## src/rtl/phy_wifi_pkg.sv

```systemverilog
// Shared definitions for the PHY Wi-Fi transmit path: FSM encoding and width defaults.
package phy_wifi_pkg;

  localparam int DATA_WIDTH_DEF = 32;
  localparam int CNT_W_DEF      = 5;

  typedef enum logic [1:0] {
    IDLE  = 2'd0,
    SHIFT = 2'd1,
    DONE  = 2'd2
  } tx_state_e;

endpackage

```

## src/rtl/tx_hold_buf.sv

```systemverilog
// Holding register in front of the shifter: accepts one word over valid/ready
// and hands it to the shifter on pop. A load and a pop on the same edge keep it full.
module tx_hold_buf
  import phy_wifi_pkg::*;
#(
  parameter int DATA_WIDTH = DATA_WIDTH_DEF,
  parameter int CNT_W      = CNT_W_DEF
) (
  input  logic                  clk,
  input  logic                  reset,
  input  logic                  i_valid,
  input  logic [DATA_WIDTH-1:0] i_data,
  input  logic                  i_last,
  input  logic [CNT_W-1:0]      i_last_bits,
  input  logic                  i_pop,
  output logic                  o_ready,
  output logic                  o_full,
  output logic [DATA_WIDTH-1:0] o_data,
  output logic                  o_last,
  output logic [CNT_W-1:0]      o_len
);

  logic                  r_full;
  logic                  r_ready;
  logic [DATA_WIDTH-1:0] r_data;
  logic                  r_last;
  logic [CNT_W-1:0]      r_len;
  logic                  w_hs;
  logic                  w_full_nxt;

  assign w_hs       = i_valid & r_ready;
  assign w_full_nxt = w_hs | (r_full & ~i_pop);

  // Capture a word on handshake; ready is kept as its own register mirroring ~full.
  always_ff @(posedge clk or posedge reset) begin
    if (reset) begin
      r_full  <= 1'b0;
      r_ready <= 1'b1;
      r_data  <= '0;
      r_last  <= 1'b0;
      r_len   <= '0;
    end else begin
      r_full  <= w_full_nxt;
      r_ready <= ~w_full_nxt;
      if (w_hs) begin
        r_data <= i_data;
        r_last <= i_last;
        r_len  <= i_last ? i_last_bits : CNT_W'(DATA_WIDTH - 1);
      end
    end
  end

  assign o_ready = r_ready;
  assign o_full  = r_full;
  assign o_data  = r_data;
  assign o_last  = r_last;
  assign o_len   = r_len;

endmodule

```

## src/rtl/tx_serializer.sv

```systemverilog
// Parallel-to-serial transmitter: streams words LSB first with a per-bit valid,
// chains back-to-back words without a bubble, and flags frame completion.
module tx_serializer
  import phy_wifi_pkg::*;
#(
  parameter int DATA_WIDTH = DATA_WIDTH_DEF,
  parameter int CNT_W      = CNT_W_DEF
) (
  input  logic                  clk,
  input  logic                  reset,
  input  logic [DATA_WIDTH-1:0] data_in,
  input  logic                  data_valid,
  output logic                  data_ready,
  input  logic                  last_word,
  input  logic [CNT_W-1:0]      last_bits,
  input  logic                  en_tx_irq,
  input  logic                  clear_tx_irq,
  output logic                  bit_out,
  output logic                  bit_valid,
  output logic                  busy,
  output logic                  underrun,
  output logic                  tx_irq
);

  tx_state_e             r_state;
  tx_state_e             w_state_nxt;
  logic [DATA_WIDTH-1:0] r_shift;
  logic [CNT_W-1:0]      r_cnt;
  logic [CNT_W-1:0]      r_cur_len;
  logic                  r_cur_last;
  logic                  r_bit_valid;
  logic                  r_underrun;
  logic                  r_irq;

  logic                  w_hold_full;
  logic [DATA_WIDTH-1:0] w_hold_data;
  logic                  w_hold_last;
  logic [CNT_W-1:0]      w_hold_len;
  logic                  w_final;
  logic                  w_pop;
  logic                  w_load;
  logic                  w_adv;
  logic                  w_stop;
  logic                  w_underrun_nxt;

  tx_hold_buf #(
    .DATA_WIDTH (DATA_WIDTH),
    .CNT_W      (CNT_W)
  ) u_hold (
    .clk         (clk),
    .reset       (reset),
    .i_valid     (data_valid),
    .i_data      (data_in),
    .i_last      (last_word),
    .i_last_bits (last_bits),
    .i_pop       (w_pop),
    .o_ready     (data_ready),
    .o_full      (w_hold_full),
    .o_data      (w_hold_data),
    .o_last      (w_hold_last),
    .o_len       (w_hold_len)
  );

  // The bit on the line is bit r_cnt of the current word; the final one is at cur_len.
  assign w_final = (r_cnt == r_cur_len);

  // State register.
  always_ff @(posedge clk or posedge reset) begin
    if (reset) r_state <= IDLE;
    else       r_state <= w_state_nxt;
  end

  // Next-state and shifter control decode.
  always_comb begin
    w_state_nxt    = r_state;
    w_pop          = 1'b0;
    w_load         = 1'b0;
    w_adv          = 1'b0;
    w_stop         = 1'b0;
    w_underrun_nxt = 1'b0;
    case (r_state)
      IDLE: begin
        if (w_hold_full) begin
          w_load      = 1'b1;
          w_pop       = 1'b1;
          w_state_nxt = SHIFT;
        end
      end
      SHIFT: begin
        if (!w_final) begin
          w_adv = 1'b1;
        end else if (r_cur_last) begin
          w_stop      = 1'b1;
          w_state_nxt = DONE;
        end else if (w_hold_full) begin
          w_load = 1'b1;
          w_pop  = 1'b1;
        end else begin
          w_stop         = 1'b1;
          w_underrun_nxt = 1'b1;
          w_state_nxt    = IDLE;
        end
      end
      DONE:    w_state_nxt = IDLE;
      default: w_state_nxt = IDLE;
    endcase
  end

  // Shift register and bit counter; the register is zeroed between words so that
  // nothing beyond the final bit ever reaches bit_out.
  always_ff @(posedge clk or posedge reset) begin
    if (reset) begin
      r_shift     <= '0;
      r_cnt       <= '0;
      r_cur_len   <= '0;
      r_cur_last  <= 1'b0;
      r_bit_valid <= 1'b0;
      r_underrun  <= 1'b0;
    end else begin
      r_underrun <= w_underrun_nxt;
      if (w_load) begin
        r_shift     <= w_hold_data;
        r_cnt       <= '0;
        r_cur_len   <= w_hold_len;
        r_cur_last  <= w_hold_last;
        r_bit_valid <= 1'b1;
      end else if (w_adv) begin
        r_shift <= r_shift >> 1;
        r_cnt   <= r_cnt + CNT_W'(1);
      end else if (w_stop) begin
        r_shift     <= '0;
        r_bit_valid <= 1'b0;
      end
    end
  end

  // Sticky completion interrupt; a set in DONE wins over a simultaneous clear.
  always_ff @(posedge clk or posedge reset) begin
    if (reset)                                r_irq <= 1'b0;
    else if ((r_state == DONE) && en_tx_irq)  r_irq <= 1'b1;
    else if (clear_tx_irq)                    r_irq <= 1'b0;
  end

  assign bit_out   = r_shift[0];
  assign bit_valid = r_bit_valid;
  assign busy      = (r_state != IDLE) || w_hold_full;
  assign underrun  = r_underrun;
  assign tx_irq    = r_irq;

endmodule

```

## config.mk

```make
export PLATFORM = sky130hd
export DESIGN_NAME = tx_serializer
export DESIGN_NICKNAME = d
export VERILOG_FILES = /design/src/rtl/phy_wifi_pkg.sv /design/src/rtl/tx_hold_buf.sv /design/src/rtl/tx_serializer.sv
export SDC_FILE = /design/constraint.sdc
export NUM_CORES = 1
export LEC_CHECK = 0
export CAP_MARGIN = 25
export CORE_ASPECT_RATIO = 1.2
export CORE_MARGIN = 3
export CORE_UTILIZATION = 49
export CTS_CLUSTER_DIAMETER = 120
export DETAILED_ROUTE_END_ITERATION = 12
export MAX_ROUTING_LAYER = met4
export PLACE_DENSITY = 0.75
export SYNTH_ARGS = -nofsm -noshare
export SYNTH_HDL_FRONTEND = slang
export SYNTH_SLANG_ARGS = --single-unit
export TNS_END_PERCENT = 10
```

## constraint.sdc

```tcl
create_clock -name clk -period 2.7 [get_ports clk]
set_input_delay 0.54 -clock clk [delete_from_list [all_inputs] [get_ports clk]]
set_output_delay 0.54 -clock clk [all_outputs]
set_load 0.02 [all_outputs]
```

# After elaboration in Yosys (flattened, before gate mapping)
# Cells that the tools add are included.
word_totals:
  regBits: 88
  latch_bits: 0
  ramBits: 0
  rom_bits: 0
  in_bits: 43
  out_inout_bits: 6
  word_cells: 65
  n_memories: 0
op_classes:
  addsub: 1
  multipliers: 0
  div_mod_pow: 0
  order_cmp: 0
  n_eq_ne: 7
  n_shift: 0
  muxes: 29
  bitwise_logic: 5
  reduce_logical: 10
op_table:
  columns: ["operator", "count"]
  rows:
  - ["2-to-1 mux 32 bit", 3]
  - ["2-to-1 mux 1 bit", 17]
  - ["2-to-1 mux 5 bit", 3]
  - ["2-to-1 mux 2 bit", 4]
  - ["nonzero test 2 bit", 4]
  - ["adder 5 x 1 -> 5 bit, second input constant", 1]
  - ["== test 5 bit", 1]
  - ["!= test 2 x 1 -> 1 bit, second input constant", 2]
  - ["one-hot mux 2 bit (2 select lines)", 1]
  - ["!= test 3 bit, second input constant", 1]
  - ["AND reduction 3 bit", 1]
  - ["nonzero test 3 bit", 1]
  - ["AND 1 bit", 2]
  - ["== test 2 x 1 -> 1 bit, second input constant", 1]
  - ["== test 2 bit, second input constant", 1]
  - ["zero test 2 bit", 1]
  - ["!= test 2 bit, second input constant", 1]
  - ["NOT 1 bit", 2]
  - ["one-hot mux 1 bit (2 select lines)", 1]
  - ["AND reduction 2 bit", 1]
  - ["logical AND 1 bit", 1]
  - ["logical OR 1 bit", 1]
  - ["OR 1 bit", 1]

# Depth between registers and ports, before layout
logic_depth:
  word_depth: 8
  mapped_depth: 7
  ltp_nobuf: 5

# Cells and area by module
# From an unflattened synthesis, not the netlist that was laid out.
hier_totals:
  cells_unflattened: 284
  area_unflattened_um2: 3887.5
by_module_without_submodules:
  columns: ["mod", "n_inst", "cells_each", "area_each_um2", "seq_area_each_um2"]
  rows:
  - ["tx_serializer", 1, 186, 2248.4, 1201.2]
  - ["tx_hold_buf", 1, 98, 1639.1, 1002.2]

# Least setup slack after synthesis
# No wires, ideal clock.
synth_path:
  path_kind: "reg2reg"
  start: "register r_cnt[2]"
  end: "register r_cur_len[0]"
  setup_ns: 0.127
  t_arrival_ns: 1.707
  t_required_ns: 2.573
  slack_ns: 0.865
  stages_incl_launch_ff: 7
  path_buffers: 2
  period_less_slack_ns: 1.835
  cell_sequence: "dfrtp_1 buf_2 xnor2_2 nand3_1 o41ai_4 buf_4 mux2_1"
synth_between:
  elab_chain_cells: 3
synth_rtl:
  columns: ["item", "line_no", "text"]
  rows:
  - ["from (decl)", "tx_serializer.sv:28", "logic [CNT_W-1:0] r_cnt;"]
  - ["from (signal assigned)", "tx_serializer.sv:129", "r_cnt <= r_cnt + CNT_W'(1);"]
  - ["== test 5 bit", "tx_serializer.sv:65", "assign w_final = (r_cnt == r_cur_len);"]
  - ["2-to-1 mux 1 bit", "tx_serializer.sv:90", "if (!w_final) begin"]
  - ["one-hot mux 1 bit (2 select lines)", "tx_serializer.sv:81", "case (r_state)"]
  - ["to (signal assigned)", "tx_serializer.sv:124", "r_cur_len <= w_hold_len;"]
  - ["to (decl)", "tx_serializer.sv:29", "logic [CNT_W-1:0] r_cur_len;"]
# No other way between the ends.
# A chain may end at the register's enable or synchronous reset.

# Worst setup path in the final report
layout_path:
  start: "register u_hold.r_full (netlist: u_hold.o_full)"
  end: "output busy"
layout_between:
  elab_chain_cells: 1
layout_rtl:
  columns: ["item", "line_no", "text"]
  rows:
  - ["from (decl)", "tx_hold_buf.sv:23", "logic r_full;"]
  - ["from (signal assigned)", "tx_hold_buf.sv:43", "r_full <= w_full_nxt;"]
  - ["logical OR 1 bit", "tx_serializer.sv:146", "assign busy = (r_state != IDLE) || w_hold_full;"]
  - ["to (decl)", "tx_serializer.sv:20", "output logic busy,"]
# No other way between the ends.

==> metrics.log <==
[metrics] outcome: completed
[metrics] leakage: 1.96 nW
[metrics] effective utilization at floorplan: 50.9%
[metrics] clock latency at the later pin of the worst-skew pair: 0.35 ns
[metrics] Global Route Usage Sum: 17.6%
[metrics] number of ports placed on the die boundary: 49
[metrics] total of fill cells in the finished design: 595
[metrics] required arrival time at the worst endpoint: 2.16 ns
[metrics] number of hold violations in the final report: 0
[metrics] Sw Pwr: 1.74 mW
[metrics] Critical-path top delay cell: clkdlybuf4s50_1
[metrics] maximum clock rate: 439 MHz
[metrics] die outline width: 85.6 µm
[metrics] register area: 0.00220 mm²
[metrics] first-iteration detailed-routing DRC count: 105
[metrics] commonest non-fill, non-tap cells in the layout: dfrtp_1, clkdlybuf4s50_1, mux2_2
[metrics] CTS Sinks: 88
[metrics] die height: 102 µm
[metrics] Max-Cap Viols: 0
[metrics] number of antenna violations at the first check in global routing: 0
[metrics] clock tree from TritonCTS: built
[metrics] final RePlAce weighted congestion: 0.879
[metrics] count of synthesis-stage warnings from yosys: 0
[metrics] relative slew slack: 34.4%
[metrics] portion of total power attributed to combinational logic: 38.5%
[metrics] proportion of layout cells with a drive suffix above 1: 20.5%
[metrics] Post-CTS Resized: 0
[metrics] setup clock skew after layout: 0.00906 ns
[metrics] final routed wirelength across all metal layers: 6830 µm
[metrics] distinct cell type count of the synthesized netlist: 37
[metrics] Total Nets Final: 376
[metrics] dpl cells: 411
[metrics] Pre-Repair DR Iteration Count: 5
[metrics] total area of multi-input combinational cells: 0.00143 mm²
[metrics] final instance count without filler cells: 427
[metrics] cell chain of the critical path: or3_1, clkdlybuf4s50_1
[metrics] overflow left after global routing: 0
[metrics] transition time at the pin with the least slew margin: 0.983 ns
[metrics] Critical Path Source Type: register
[metrics] Seq pwr share: 45.7%
[metrics] type of the worst setup path: reg2out
[metrics] count of standard-cell rows: 34
[metrics] Worst Setup End Kind: primary output
[metrics] area of the die: 0.00869 mm²
[metrics] wire length of the first global-routing pass: 11,600 µm
[metrics] Internal Pwr Total: 3.38 mW
[metrics] pwr/cell area: 1140 mW/mm²
[metrics] overall power consumption: 5.12 mW
[metrics] Inserted Diodes: 0
[metrics] switching power share of the total: 34.0%
[metrics] maximum number of pins on one net before global-route repair: 89
[metrics] DRC viols: 0
[metrics] Max Slew Vio Count: 0
[metrics] number of instances in the synthesized netlist: 285
[metrics] register clock-pin slew on the reported worst setup and hold paths: 0.08 ns
[metrics] flip-flop and latch count after synthesis: 88
[metrics] placed wire-length estimate: 4540 µm
[metrics] Post CTS Setup Buffer Count: 0
[metrics] number of nets with antenna violations after detailed routing: 0
[metrics] setup repair after global routing missed its margin: no
[metrics] H-tree levels: 3
[metrics] arrival time at the worst endpoint: 1.74 ns
[metrics] CTS Hold Bufs: 0
[metrics] average cell area after synthesis: 13.1 µm²
[metrics] number of buffers inserted by port buffering: 48
[metrics] post-detailed-route wirelength per cell: 16.0 µm
[metrics] number of buffers between clock root and the deepest sink: 2
[metrics] maximum fanout along the worst path: 7
[metrics] kind of path behind the tightest hold check: reg2reg
[metrics] final setup vio count: 0
[metrics] delay contributed by the slowest stage of the critical path: 0.54 ns
[metrics] most common cell after layout, fill and taps aside: dfrtp_1
[metrics] aggregate negative setup slack: 0 ns
[metrics] summed instance area of the synthesized netlist: 0.00373 mm²
[metrics] share of total power in the clock network: 15.8%
[metrics] proportion of register bits with asynchronous set or reset after synthesis: 100%
[metrics] register area share after synthesis: 59.1%
[metrics] Avg Vias per Cell: 5.63
[metrics] total nets after synthesis: 329
[metrics] main flop type after synthesis: dfrtp_1
[metrics] worst voltage drop across the vdd grid: 0.000745 V
[metrics] TritonCTS buffer count: 9
[metrics] core area: 0.00732 mm²
[metrics] synthesis-to-finish area growth: 20.7%
[metrics] number of global-route vias before repair: 2,463
[metrics] overall via count from detail_route: 2,406
[metrics] post-route fraction of the period consumed by the critical path: 84.4%
[metrics] Final min period: 2.28 ns
[metrics] Clock Root Buffer: clkbuf_8
[metrics] number of synthesized flops with an enable pin: 0
## critical path, delay by kind of cell, from the launching register on
family	cells	cell delay, ns
flip-flops	1	0.47
buffers and inverters	1	0.54
AND/OR/NAND/NOR	1	0.39
## cells in the mapped netlist, types with 3 or more instances
cell type   n  area share [%]
mux2_2     38              11
xnor2_1     4            0.94
nand2_1    11             1.1
inv_1       6            0.60
o21ai_0    10             1.3
nor2b_1     6             1.0
and2_1     34             5.7
dfrtp_1    87              58
a221o_1    31             8.3
buf_2       7            0.94
nand3_1     4            0.54
a31oi_1     3            0.50
clkbuf_1   10             1.0
mux2_1      3            0.91
a21oi_1     3            0.40
## registers in the layout (all words and copies together), names as in the netlist, 2 cells and up
name           flops
r_shift           32
r_cur_len          5
u_hold.o_data     32
r_cnt              5
u_hold.o_len       5
r_state            2
## worst paths after layout
check | from | to | slack (ns) | cells after the start
min in group asynchronous | reset | u_hold.o_data[1] | 0.67 | 3
worst max register to register | r_cnt[2] | r_shift[17] | 0.59 | 5
max in group asynchronous | reset | u_hold.o_ready | 1.67 | 3
worst min-delay path | u_hold.o_len[1] | u_hold.o_len[1] | 0.49 | 2
worst min register to register | u_hold.o_len[1] | u_hold.o_len[1] | 0.49 | 2
worst max-delay path | u_hold.o_full | busy | 0.42 | 2
## power by group through the flow
stage	registers, mW	logic (mW)	clock network, mW
floorplan	2.23	1.58	0
global placement	2.34	1.90	0
detailed placement	2.36	1.99	0
CTS	2.34	2.00	0.839
global route	2.41	2.19	0.905
finish	2.34	1.97	0.812
## per-stage QoR
stage          cell area (µm²)  hold WS (ns)  util, %  setup WS (ns)
3_3_place_gp              4320         0.463     59.0          0.687
6_report                  4500         0.490     61.4          0.420
3_5_place_dp              4320         0.469     59.0          0.588
4_1_cts                   4500         0.497     61.4          0.396
5_1_grt                   4500         0.521     61.4          0.351
2_1_floorplan             3730         0.444        -          0.865
## logic make-up after synthesis
family,after synthesis,share of synthesized area (%)
buffers and inverters,24,2.75
AND/OR/NAND/NOR,67,10.2
adder cells (fa/ha/maj),1,0.336
XOR/XNOR,5,1.38
multiplexers,42,12.7
AO/OA/AOI/OAI,58,13.5
flip-flops,88,59.1
## final cells by class
type / instances / share of cell area (%)
Clock buffer: 13 / 3.53
Clock inverter: 3 / 0.390
Inverter: 6 / 0.584
Multi-Input combinational cell: 173 / 31.7
Sequential cell: 88 / 49.0
Tap cell: 90 / 2.50
Timing Repair Buffer: 54 / 12.2
## metal layers
| metal | track usage, % | vias up | wire, µm |
|---|---|---|---|
| li1 | - | 1130 | - |
| met1 | 21.7 | 1204 | 2960 |
| met2 | 28.0 | 58 | 3470 |
| met3 | 3.17 | 14 | 230 |
| met4 | 8.77 | 0 | 168 |
| met5 | - | - | 0 |
(Power assumes the default switching activity.)
